[src/rtl/i2c_txn_arbiter_if.sv]
// Bundle of client-side request/response signals and I2C_master control
// signals shared by the transaction arbiter and its environment.
// The "master" modport is the arbiter's view, because the arbiter drives the
// I2C_master datapath. The "slave" modport is the view of the clients plus
// the I2C_master.
interface i2c_txn_arbiter_if #(
  parameter int NREQ = 4
) ();

  // Client side
  logic [NREQ-1:0]   req;
  logic [NREQ-1:0]   req_rw;
  logic [7*NREQ-1:0] req_addr;
  logic [8*NREQ-1:0] req_wdata;
  logic [NREQ-1:0]   gnt;
  logic [NREQ-1:0]   rsp_valid;
  logic [7:0]        rsp_rdata;
  logic [1:0]        rsp_err;

  // I2C_master side
  logic              m_start;
  logic              m_rw;
  logic [6:0]        m_addr;
  logic [7:0]        m_wdata;
  logic              m_abort;
  logic              m_busy;
  logic              m_done;
  logic              m_ack;
  logic              m_ack2;
  logic [7:0]        m_rdata;

  modport master (
    input  req, req_rw, req_addr, req_wdata,
    input  m_busy, m_done, m_ack, m_ack2, m_rdata,
    output gnt, rsp_valid, rsp_rdata, rsp_err,
    output m_start, m_rw, m_addr, m_wdata, m_abort
  );

  modport slave (
    output req, req_rw, req_addr, req_wdata,
    output m_busy, m_done, m_ack, m_ack2, m_rdata,
    input  gnt, rsp_valid, rsp_rdata, rsp_err,
    input  m_start, m_rw, m_addr, m_wdata, m_abort
  );

endinterface

[src/rtl/i2c_txn_arbiter.sv]
// Round-robin arbiter that shares one I2C_master between NREQ clients.
// The arbiter grants one client per transaction and launches it on the master.
// It then waits for completion under a watchdog and returns the read data and
// the ACK status to the granted client as a one-cycle response.
module i2c_txn_arbiter #(
  parameter int NREQ        = 4,
  parameter int TIMEOUT_CYC = 4096
) (
  input  logic                   clk,
  input  logic                   reset,
  i2c_txn_arbiter_if.master      bus
);

  localparam int IW = (NREQ > 1) ? $clog2(NREQ) : 1;
  localparam int TW = (TIMEOUT_CYC > 1) ? $clog2(TIMEOUT_CYC) : 1;

  typedef enum logic [1:0] {
    S_IDLE,
    S_WAIT,
    S_RESP
  } state_t;

  typedef enum logic [1:0] {
    ERR_OK      = 2'b00,
    ERR_ADDR    = 2'b01,
    ERR_DATA    = 2'b10,
    ERR_TIMEOUT = 2'b11
  } err_t;

  // Registered state and outputs
  state_t            state_q;
  logic [IW-1:0]     ptr_q;
  logic [IW-1:0]     win_q;
  logic [TW-1:0]     timer_q;
  logic [NREQ-1:0]   gnt_q;
  logic [NREQ-1:0]   rsp_valid_q;
  logic [7:0]        rsp_rdata_q;
  err_t              rsp_err_q;
  logic              m_start_q;
  logic              m_rw_q;
  logic [6:0]        m_addr_q;
  logic [7:0]        m_wdata_q;
  logic              m_abort_q;

  // Combinational arbitration and completion decode
  logic              found_d;
  logic [IW-1:0]     win_d;
  logic              sel_rw_d;
  logic [6:0]        sel_addr_d;
  logic [7:0]        sel_wdata_d;
  err_t              err_d;
  logic [7:0]        rdata_d;
  logic              timeout_d;

  // Round-robin search: the first pending request starting at ptr, wrapping mod NREQ.
  always_comb begin
    // NOTE: every signal gets a default first so that no latch is inferred.
    found_d = 1'b0;
    win_d   = '0;
    for (int i = 0; i < NREQ; i++) begin
      int            cand;
      logic [IW-1:0] cand_idx;
      cand = int'(ptr_q) + i;
      if (cand >= NREQ) begin
        cand = cand - NREQ;
      end
      cand_idx = IW'(cand);
      if (!found_d && bus.req[cand_idx]) begin
        found_d = 1'b1;
        win_d   = cand_idx;
      end
    end
  end

  // Pick the winner's direction, address and write byte out of the packed client vectors.
  always_comb begin
    sel_rw_d    = 1'b0;
    sel_addr_d  = '0;
    sel_wdata_d = '0;
    for (int i = 0; i < NREQ; i++) begin
      if (win_d == IW'(i)) begin
        sel_rw_d    = bus.req_rw[i];
        sel_addr_d  = bus.req_addr[7*i +: 7];
        sel_wdata_d = bus.req_wdata[8*i +: 8];
      end
    end
  end

  // Map the master's ACK flags to a response code. An address NACK takes
  // priority, and the data-phase ACK only matters for writes.
  always_comb begin
    err_d   = ERR_OK;
    rdata_d = '0;
    if (!bus.m_ack) begin
      err_d = ERR_ADDR;
    end else if (!m_rw_q && !bus.m_ack2) begin
      err_d = ERR_DATA;
    end else if (m_rw_q) begin
      rdata_d = bus.m_rdata;
    end
  end

  assign timeout_d = (timer_q == TW'(TIMEOUT_CYC - 1));

  // Transaction FSM: grant in IDLE, supervise the master in WAIT, and respond in RESP.
  always_ff @(posedge clk or negedge reset) begin
    if (!reset) begin
      state_q     <= S_IDLE;
      ptr_q       <= '0;
      win_q       <= '0;
      timer_q     <= '0;
      gnt_q       <= '0;
      rsp_valid_q <= '0;
      rsp_rdata_q <= '0;
      rsp_err_q   <= ERR_OK;
      m_start_q   <= 1'b0;
      m_rw_q      <= 1'b0;
      m_addr_q    <= '0;
      m_wdata_q   <= '0;
      m_abort_q   <= 1'b0;
    end else begin
      // NOTE: non-blocking assignments keep every register reading pre-edge values.
      m_start_q <= 1'b0;
      m_abort_q <= 1'b0;
      case (state_q)
        S_IDLE: begin
          if (found_d && !bus.m_busy) begin
            win_q     <= win_d;
            gnt_q     <= NREQ'(1) << win_d;
            m_rw_q    <= sel_rw_d;
            m_addr_q  <= sel_addr_d;
            m_wdata_q <= sel_wdata_d;
            m_start_q <= 1'b1;
            timer_q   <= '0;
            state_q   <= S_WAIT;
          end
        end

        S_WAIT: begin
          timer_q <= timer_q + TW'(1);
          if (bus.m_done) begin
            // Completion in the final watchdog cycle still counts as a normal finish.
            rsp_valid_q <= gnt_q;
            rsp_err_q   <= err_d;
            rsp_rdata_q <= rdata_d;
            state_q     <= S_RESP;
          end else if (timeout_d) begin
            m_abort_q   <= 1'b1;
            rsp_valid_q <= gnt_q;
            rsp_err_q   <= ERR_TIMEOUT;
            rsp_rdata_q <= '0;
            state_q     <= S_RESP;
          end
        end

        S_RESP: begin
          gnt_q       <= '0;
          rsp_valid_q <= '0;
          ptr_q       <= (win_q == IW'(NREQ - 1)) ? '0 : win_q + IW'(1);
          state_q     <= S_IDLE;
        end

        default: begin
          state_q <= S_IDLE;
        end
      endcase
    end
  end

  assign bus.gnt       = gnt_q;
  assign bus.rsp_valid = rsp_valid_q;
  assign bus.rsp_rdata = rsp_rdata_q;
  assign bus.rsp_err   = rsp_err_q;
  assign bus.m_start   = m_start_q;
  assign bus.m_rw      = m_rw_q;
  assign bus.m_addr    = m_addr_q;
  assign bus.m_wdata   = m_wdata_q;
  assign bus.m_abort   = m_abort_q;

endmodule

[src/flat_wrapper.sv]
// flat-port wrapper written by rule: the top's interface ports become plain ports
module i2c_txn_arbiter_flat 
#(
  parameter int NREQ        = 4,
  parameter int TIMEOUT_CYC = 4096
)
  (clk, reset, bus_req, bus_req_rw, bus_req_addr, bus_req_wdata, bus_m_busy, bus_m_done, bus_m_ack, bus_m_ack2, bus_m_rdata, bus_gnt, bus_rsp_valid, bus_rsp_rdata, bus_rsp_err, bus_m_start, bus_m_rw, bus_m_addr, bus_m_wdata, bus_m_abort);
  i2c_txn_arbiter_if #(.NREQ(NREQ)) bus_i ();
  input  logic clk;
  input  logic reset;
  input wire logic [$bits(bus_i.req)-1:0] bus_req;
  input wire logic [$bits(bus_i.req_rw)-1:0] bus_req_rw;
  input wire logic [$bits(bus_i.req_addr)-1:0] bus_req_addr;
  input wire logic [$bits(bus_i.req_wdata)-1:0] bus_req_wdata;
  input wire logic [$bits(bus_i.m_busy)-1:0] bus_m_busy;
  input wire logic [$bits(bus_i.m_done)-1:0] bus_m_done;
  input wire logic [$bits(bus_i.m_ack)-1:0] bus_m_ack;
  input wire logic [$bits(bus_i.m_ack2)-1:0] bus_m_ack2;
  input wire logic [$bits(bus_i.m_rdata)-1:0] bus_m_rdata;
  output wire logic [$bits(bus_i.gnt)-1:0] bus_gnt;
  output wire logic [$bits(bus_i.rsp_valid)-1:0] bus_rsp_valid;
  output wire logic [$bits(bus_i.rsp_rdata)-1:0] bus_rsp_rdata;
  output wire logic [$bits(bus_i.rsp_err)-1:0] bus_rsp_err;
  output wire logic [$bits(bus_i.m_start)-1:0] bus_m_start;
  output wire logic [$bits(bus_i.m_rw)-1:0] bus_m_rw;
  output wire logic [$bits(bus_i.m_addr)-1:0] bus_m_addr;
  output wire logic [$bits(bus_i.m_wdata)-1:0] bus_m_wdata;
  output wire logic [$bits(bus_i.m_abort)-1:0] bus_m_abort;
  assign bus_i.req = bus_req;
  assign bus_i.req_rw = bus_req_rw;
  assign bus_i.req_addr = bus_req_addr;
  assign bus_i.req_wdata = bus_req_wdata;
  assign bus_i.m_busy = bus_m_busy;
  assign bus_i.m_done = bus_m_done;
  assign bus_i.m_ack = bus_m_ack;
  assign bus_i.m_ack2 = bus_m_ack2;
  assign bus_i.m_rdata = bus_m_rdata;
  assign bus_gnt = bus_i.gnt;
  assign bus_rsp_valid = bus_i.rsp_valid;
  assign bus_rsp_rdata = bus_i.rsp_rdata;
  assign bus_rsp_err = bus_i.rsp_err;
  assign bus_m_start = bus_i.m_start;
  assign bus_m_rw = bus_i.m_rw;
  assign bus_m_addr = bus_i.m_addr;
  assign bus_m_wdata = bus_i.m_wdata;
  assign bus_m_abort = bus_i.m_abort;
  i2c_txn_arbiter #(.NREQ(NREQ), .TIMEOUT_CYC(TIMEOUT_CYC)) u_core (.clk(clk), .reset(reset), .bus(bus_i));
endmodule
[config.mk]
export PLATFORM = sky130hd
export DESIGN_NAME = i2c_txn_arbiter_flat
export DESIGN_NICKNAME = d
export VERILOG_FILES = /design/src/rtl/i2c_txn_arbiter_if.sv /design/src/rtl/i2c_txn_arbiter.sv /design/src/flat_wrapper.sv
export SDC_FILE = /design/constraint.sdc
export NUM_CORES = 1
export LEC_CHECK = 0
export ABC_AREA = 1
export CAP_MARGIN = 5
export CORE_MARGIN = 4
export CORE_UTILIZATION = 50
export DETAILED_ROUTE_END_ITERATION = 8
export GPL_ROUTABILITY_DRIVEN = 1
export GPL_TIMING_DRIVEN = 1
export PLACE_DENSITY = 0.87
export SETUP_SLACK_MARGIN = 0.02
export SLEW_MARGIN = 20
export SYNTH_ARGS = -nofsm -noshare
export SYNTH_HDL_FRONTEND = slang
export SYNTH_SLANG_ARGS = --single-unit
export TNS_END_PERCENT = 100
[constraint.sdc]
create_clock -name clk -period 3.85 [get_ports clk]
set_input_delay 0.385 -clock clk [delete_from_list [all_inputs] [get_ports clk]]
set_output_delay 0.385 -clock clk [all_outputs]
set_load 0.1 [all_outputs]
### Word-level counts from Yosys, hierarchy flattened

Index checks and enable logic that the tools add are counted.

| word-level totals | value |
|---|---|
| logic and storage cells | 121 |
| output and inout port bits | 36 |
| register bits after elaboration | 54 |

| cells by class | value |
|---|---|
| equality and inequality tests | 9 |
| order comparisons | 8 |
| muxes and demuxes | 58 |
| reductions and logical operators | 23 |
| shift operators | 1 |
| $add $sub $neg | 9 |

Operators with widths:

| cell | number |
|---|---|
| 8-bit two-way mux | 9 |
| 2-bit two-way mux | 16 |
| 7-bit two-way mux | 4 |
| 12-bit one-hot mux with 2 select lines | 1 |
| 1-bit two-way mux | 17 |
| 4-bit one-hot mux with 2 select lines | 2 |
| 12-bit by 1-bit adder with 12-bit output (second input constant) | 1 |
| 12-bit == test (second input constant) | 1 |
| 2-bit by 3-bit < comparator with 1-bit output (second input constant) | 4 |
| 12-bit two-way mux | 1 |
| 4-bit two-way mux | 3 |
| 2-bit AND reduction | 6 |
| 3-bit >= comparator (second input constant) | 3 |
| 1-bit binary-select mux with 2-bit select | 4 |
| 2-bit == test (second input constant) | 4 |
| 2-bit nonzero test | 4 |
| 2-bit by 1-bit subtractor with 2-bit output (second input constant) | 4 |
| 2-bit by 2-bit adder with 3-bit output (second input constant) | 2 |
| 1-bit zero test | 6 |
| 1-bit logical AND | 5 |
| 2-bit by 1-bit == test with 1-bit output (second input constant) | 2 |
| 2-bit zero test | 2 |
| 2-bit one-hot mux with 2 select lines | 1 |
| 1-bit by 2-bit << shifter with 4-bit output (first input constant) | 1 |
| 5 further kinds | 5 |

### Depth between registers and ports, before layout

| depth | value |
|---|---|
| depth after elaboration | 19 |
| depth in mapped cells | 16 |
| mapped depth without buffers | 15 |

### Worst setup path after synthesis

OpenSTA, ideal clock, no wires.

| path | value |
|---|---|
| path kind | register to register |
| from | register u_core.ptr_q[0] |
| to | register u_core.m_addr_q[6], in the netlist u_core.bus.m_addr[6] |
| required time | 3.730 ns |
| cell stages (with the launch flop) | 16 |
| setup slack | 2.105 ns |
| arrival time | 1.625 ns |
| path through | dfrtp_1 > inv_2 > nand2_1 > nand3_1 > nand2_2 > nor2_4 > nand3_1 > nand2_1 > nand2_4 > nor2_8 > buf_6 > nand2_1 > nand2_1 > inv_2 > nand2_1 > nand2_1 |

| on the way | value |
|---|---|
| cells in the longest elaborated chain, start to end | 19 |
| elaborated cells on any way between the ends | 47 |

Ends and longest elaborated chain:

| what | RTL line | text |
|---|---|---|
| start: declaration | i2c_txn_arbiter.sv:32 | `logic [IW-1:0] ptr_q;` |
| start signal: assignment | i2c_txn_arbiter.sv:159 | `ptr_q <= (win_q == IW'(NREQ - 1)) ? '0 : win_q + IW'(1);` |
| branches (longest 19 deep; another with 2-bit by 1-bit adder with 3-bit output) | n/a |  |
| end signal: assignment | i2c_txn_arbiter.sv:131 | `m_addr_q <= sel_addr_d;` |
| end: declaration | i2c_txn_arbiter.sv:41 | `logic [6:0] m_addr_q;` |

Parallel ways; which one is timed is not known. The select of a mux whose other input is x is not followed.
A chain may end at the register's enable or synchronous reset.

### Final worst setup path

| path | value |
|---|---|
| from | register u_core.ptr_q[0] |
| to | register u_core.gnt_q[2], in the netlist u_core.bus.gnt[2] |

| on the way | value |
|---|---|
| cells in the longest elaborated chain, start to end | 17 |
| elaborated cells on any way between the ends | 43 |

Ends and longest elaborated chain:

| what | RTL line | text |
|---|---|---|
| branches (longest 17 deep; another with 2-bit by 1-bit adder with 3-bit output) | n/a |  |
| end signal: assignment | i2c_txn_arbiter.sv:129 | `gnt_q <= NREQ'(1) << win_d;` |
| end: declaration | i2c_txn_arbiter.sv:35 | `logic [NREQ-1:0] gnt_q;` |

Parallel ways; which one is timed is not known. The select of a mux whose other input is x is not followed.

==> results.py <==
metrics = {
    "drt": {
        "postRouteAntennaNets": 0,
        "vias_per_cell": 4.96,
        "vias": 3525,
        "drt-total-wl_mm": 9.18,
        "post-route-drc-count": 0,
        "drt_iter0_drc": 159,
        "post_drt_wl_per_cell_um": 12.9,
        "firstDrtPassIters": 5,
    },
    "placement": {
        "dpl.hpwl_mm": 7.07,
        "io_buffers": 117,
        "dp.cells": 701,
        "gp_congestion": 0.911,
    },
    "clock_tree": {
        "cts_tree": "built",
        "cts-buffers-inserted": 5,
        "clock_latency_ns": 0.32,
        "cts-resized-gates": 0,
        "cts.sinks": 54,
        "clock_path_buffers": 2,
        "cts-root-buf": "clkbuf_8",
        "ctsHtreeMaxLevel": 2,
        "clk_pin_slew_worst_paths_ns": 0.10,
        "postCtsHoldBufs": 1,
        "cts_setup_buffers": 0,
    },
    "timing": {
        "fin_skew_ns": 0.00989,
        "hold_viol_final": 0,
        "fin_crit_sh": 0.657,
        "final-setup-viol-count": 0,
        "grt_setup_unrepaired": "no",
        "fmax_ghz": 0.396,
        "setup_tns_ns": 0,
        "tightestPinTransition_ns": 1.02,
        "slew_viol_final": 0,
        "relSlewSlack": 0.319,
        "min_period_ns": 2.53,
        "timing.hold.ws_ns": 0.485,
    },
    "die": {
        "rows": 30,
        "start_util": 0.516,
        "core-area_mm2": 0.00679,
        "dieWidth_um": 91.7,
        "dieHeight_um": 91.7,
        "dieArea_mm2": 0.00841,
        "io_pins": 118,
    },
    "worst_setup_path": {
        "cp_num_buf_inv": 3,
        "crit_type": "flop to flop",
        "worst_ep_required_time_ns": 4.08,
        "rr_worst_depth": 12,
        "reg2reg_slack_ns": 1.32,
        "slowest_delay_ns": 0.62,
        "path_cells": "inv_2 > nand2_1 > nand3_1 > nand2_2 > nor2_4 > nand3b_1 > nand2_1 > inv_2 > nand2_2 > inv_2 > nand2_1 > o22ai_1",
        "critical_path.top_delay_family": "simple AND/OR/NAND/NOR gates",
        "r2r-start": "u_core.ptr_q[0]",
        "critPathLaunchType": "flop",
        "cp_slowest_cell": "dfrtp_1",
        "r2r_end": "u_core.bus.gnt[2]",
        "end_kind": "flop",
        "cp_max_fo": 23,
        "crit_arrival_ns": 2.76,
    },
    "final_layout": {
        "syn2layout_area_growth_pct": 37.5,
        "n_antenna_cell": 0,
        "regArea_mm2": 0.00135,
        "final_layout_size_suffix_gt1_frac": 0.0717,
        "finalNetCount": 700,
        "num-fill-cells": 552,
        "fin_cells": 710,
        "multi_input_area_mm2": 0.00172,
    },
    "global_routing": {
        "antenna_found_initial": 0,
        "grt_max_degree": 41,
        "grt.total_usage": 0.223,
        "grt_pass1_wl_mm": 15.5,
        "grt_overflow_total": 0,
        "grt_pass1_vias": 3472,
    },
    "synthesis": {
        "synth_nets": 592,
        "synth.cell_area_mm2": 0.00350,
        "syn_area_per_cell_um2": 6.94,
        "ys_seq_elements": 54,
        "netlist_instances": 505,
        "ys.warnings.count": 0,
        "synth.distinct_cells": 33,
        "yosysSeqAreaShare": 0.386,
    },
    "power": {
        "power.density_mw_per_mm2": 955,
        "power.leakage_nw": 2.43,
        "peakVddDrop_uv": 522,
    },
    "job": {
        "maxCapViolations": 0,
    },
    "worst_hold_path": {
        "worst_hold_path_type": "input pin to async pin",
    },
    "status": {
        "status": "finished clean",
    },
}
-- routing by layer --
metal  global-route usage  wire (um)  share of wire
met3               0.0607        685          0.075
met5                    0          0              0
met4               0.0545        137          0.015
met2                0.378       4470           0.49
met1                0.284       3890           0.42
-- where the power goes --
| part | total (mW) | leakage [nW] | internal (mW) | switching (mW) |
|---|---|---|---|---|
| sequential | 0.919 | 0.707 | 0.767 | 0.152 |
| combinational | 3.23 | 1.65 | 0.839 | 2.39 |
| clock | 0.455 | 0.0683 | 0.261 | 0.195 |
-- logic make-up (layout without fill, tap and decap cells) --
| group | Yosys count | count (layout) | synth area share |
|---|---|---|---|
| flops | 54 | 54 | 0.386 |
| xor+xnor | 9 | 9 | 0.0225 |
| simple gates | 296 | 296 | 0.371 |
| buf+inv | 100 | 209 | 0.125 |
| compound gates | 41 | 41 | 0.0782 |
| fa+ha+maj | 5 | 5 | 0.0179 |
-- state kept, by name (all words and copies together), names as in the netlist --
signal and flops:
u_core.bus.m_rw 1, u_core.bus.m_addr 7, u_core.state_q 2, u_core.bus.m_wdata 8, u_core.bus.rsp_err 2, u_core.bus.gnt 4, u_core.win_q 2, u_core.bus.rsp_rdata 8
u_core.bus.m_abort 1, u_core.ptr_q 2, u_core.bus.m_start 1, u_core.timer_q 12, u_core.bus.rsp_valid 4
-- synthesized netlist by cell type --
cell type  count  area (um2)
nor3b_1        1        7.51
buf_1          1        3.75
buf_2          4        20.0
o31ai_1        1        7.51
nand3_1       50         250
inv_1         67         251
o21ai_0       13        65.1
buf_4          5        37.5
nor2_8         2        40.0
nand2_2       10        62.6
clkbuf_1       3        11.3
o21ai_1        9        45.0
nor3_1         5        25.0
buf_6          5        56.3
a21boi_2       1        11.3
o22a_1         1        8.76
inv_2         14        52.6
ha_1           5        62.6
o22ai_1        4        25.0
nand3_2        2        20.0
nor4_1         2        12.5
o21ai_4        1        16.3
clkinv_1       1        3.75
nor2_4         3        33.8
nand3b_1       1        7.51
nor2_1        47         176
nand2_4        1        11.3
nand4_1        3        18.8
nand2_1      169         634
xor2_1         9        78.8
dfrtp_1       54        1350
a32o_1         8        80.1
a21oi_1        3        15.0
-- per-stage QoR --
stage	setup WS [ns]	power, mW	utilization	instance area (um2)
after detailed placement	1.22	4.13	0.687	4670
final	1.32	4.60	0.709	4820
after CTS	1.35	4.60	0.709	4820
after global placement	1.28	4.06	0.687	4670
after floorplan	2.10	3.52	-	3500
after global routing	1.03	4.93	0.709	4820
-- cells in the final DEF (no fill, tap or decap), drive strengths merged --
master,count
o21ai,23
nor3,5
o31ai,1
a21oi,3
nor4,2
clkinv,2
nor3b,1
dfrtp,54
nand4,3
buf,2
dlygate4sd3,1
bufinv,2
inv,81
ha,5
a32o,8
xor2,9
a21boi,1
nand3,52
clkdlybuf4s50,116
o22a,1
nand3b,1
o22ai,4
nor2,52
nand2,180
clkbuf,5
-- area by class of cell --
cell class	instances	share of cell area
flip-flops and latches	54	0.281
clock buffers	5	0.0143
inverters	82	0.0639
well taps	96	0.0249
multi-input cells	351	0.356
clock inverters	3	0.0143
repair buffers	119	0.246
-- how the worst max path moves through the flow --
stage,endpoint,start,slack (ns),cells after the start
detailed placement,u_core.bus.m_addr[6],bus_req[1],1.22,15
finish,u_core.bus.gnt[2],u_core.ptr_q[0],1.32,12
global route,u_core.bus.gnt[2],u_core.ptr_q[0],1.03,12
floorplan,u_core.bus.m_addr[6],u_core.ptr_q[0],2.10,15
global placement,u_core.bus.m_wdata[1],bus_req[1],1.28,15
CTS,u_core.bus.m_addr[6],u_core.ptr_q[0],1.35,14
No activity file was read; power rests on OpenSTA's default activity.
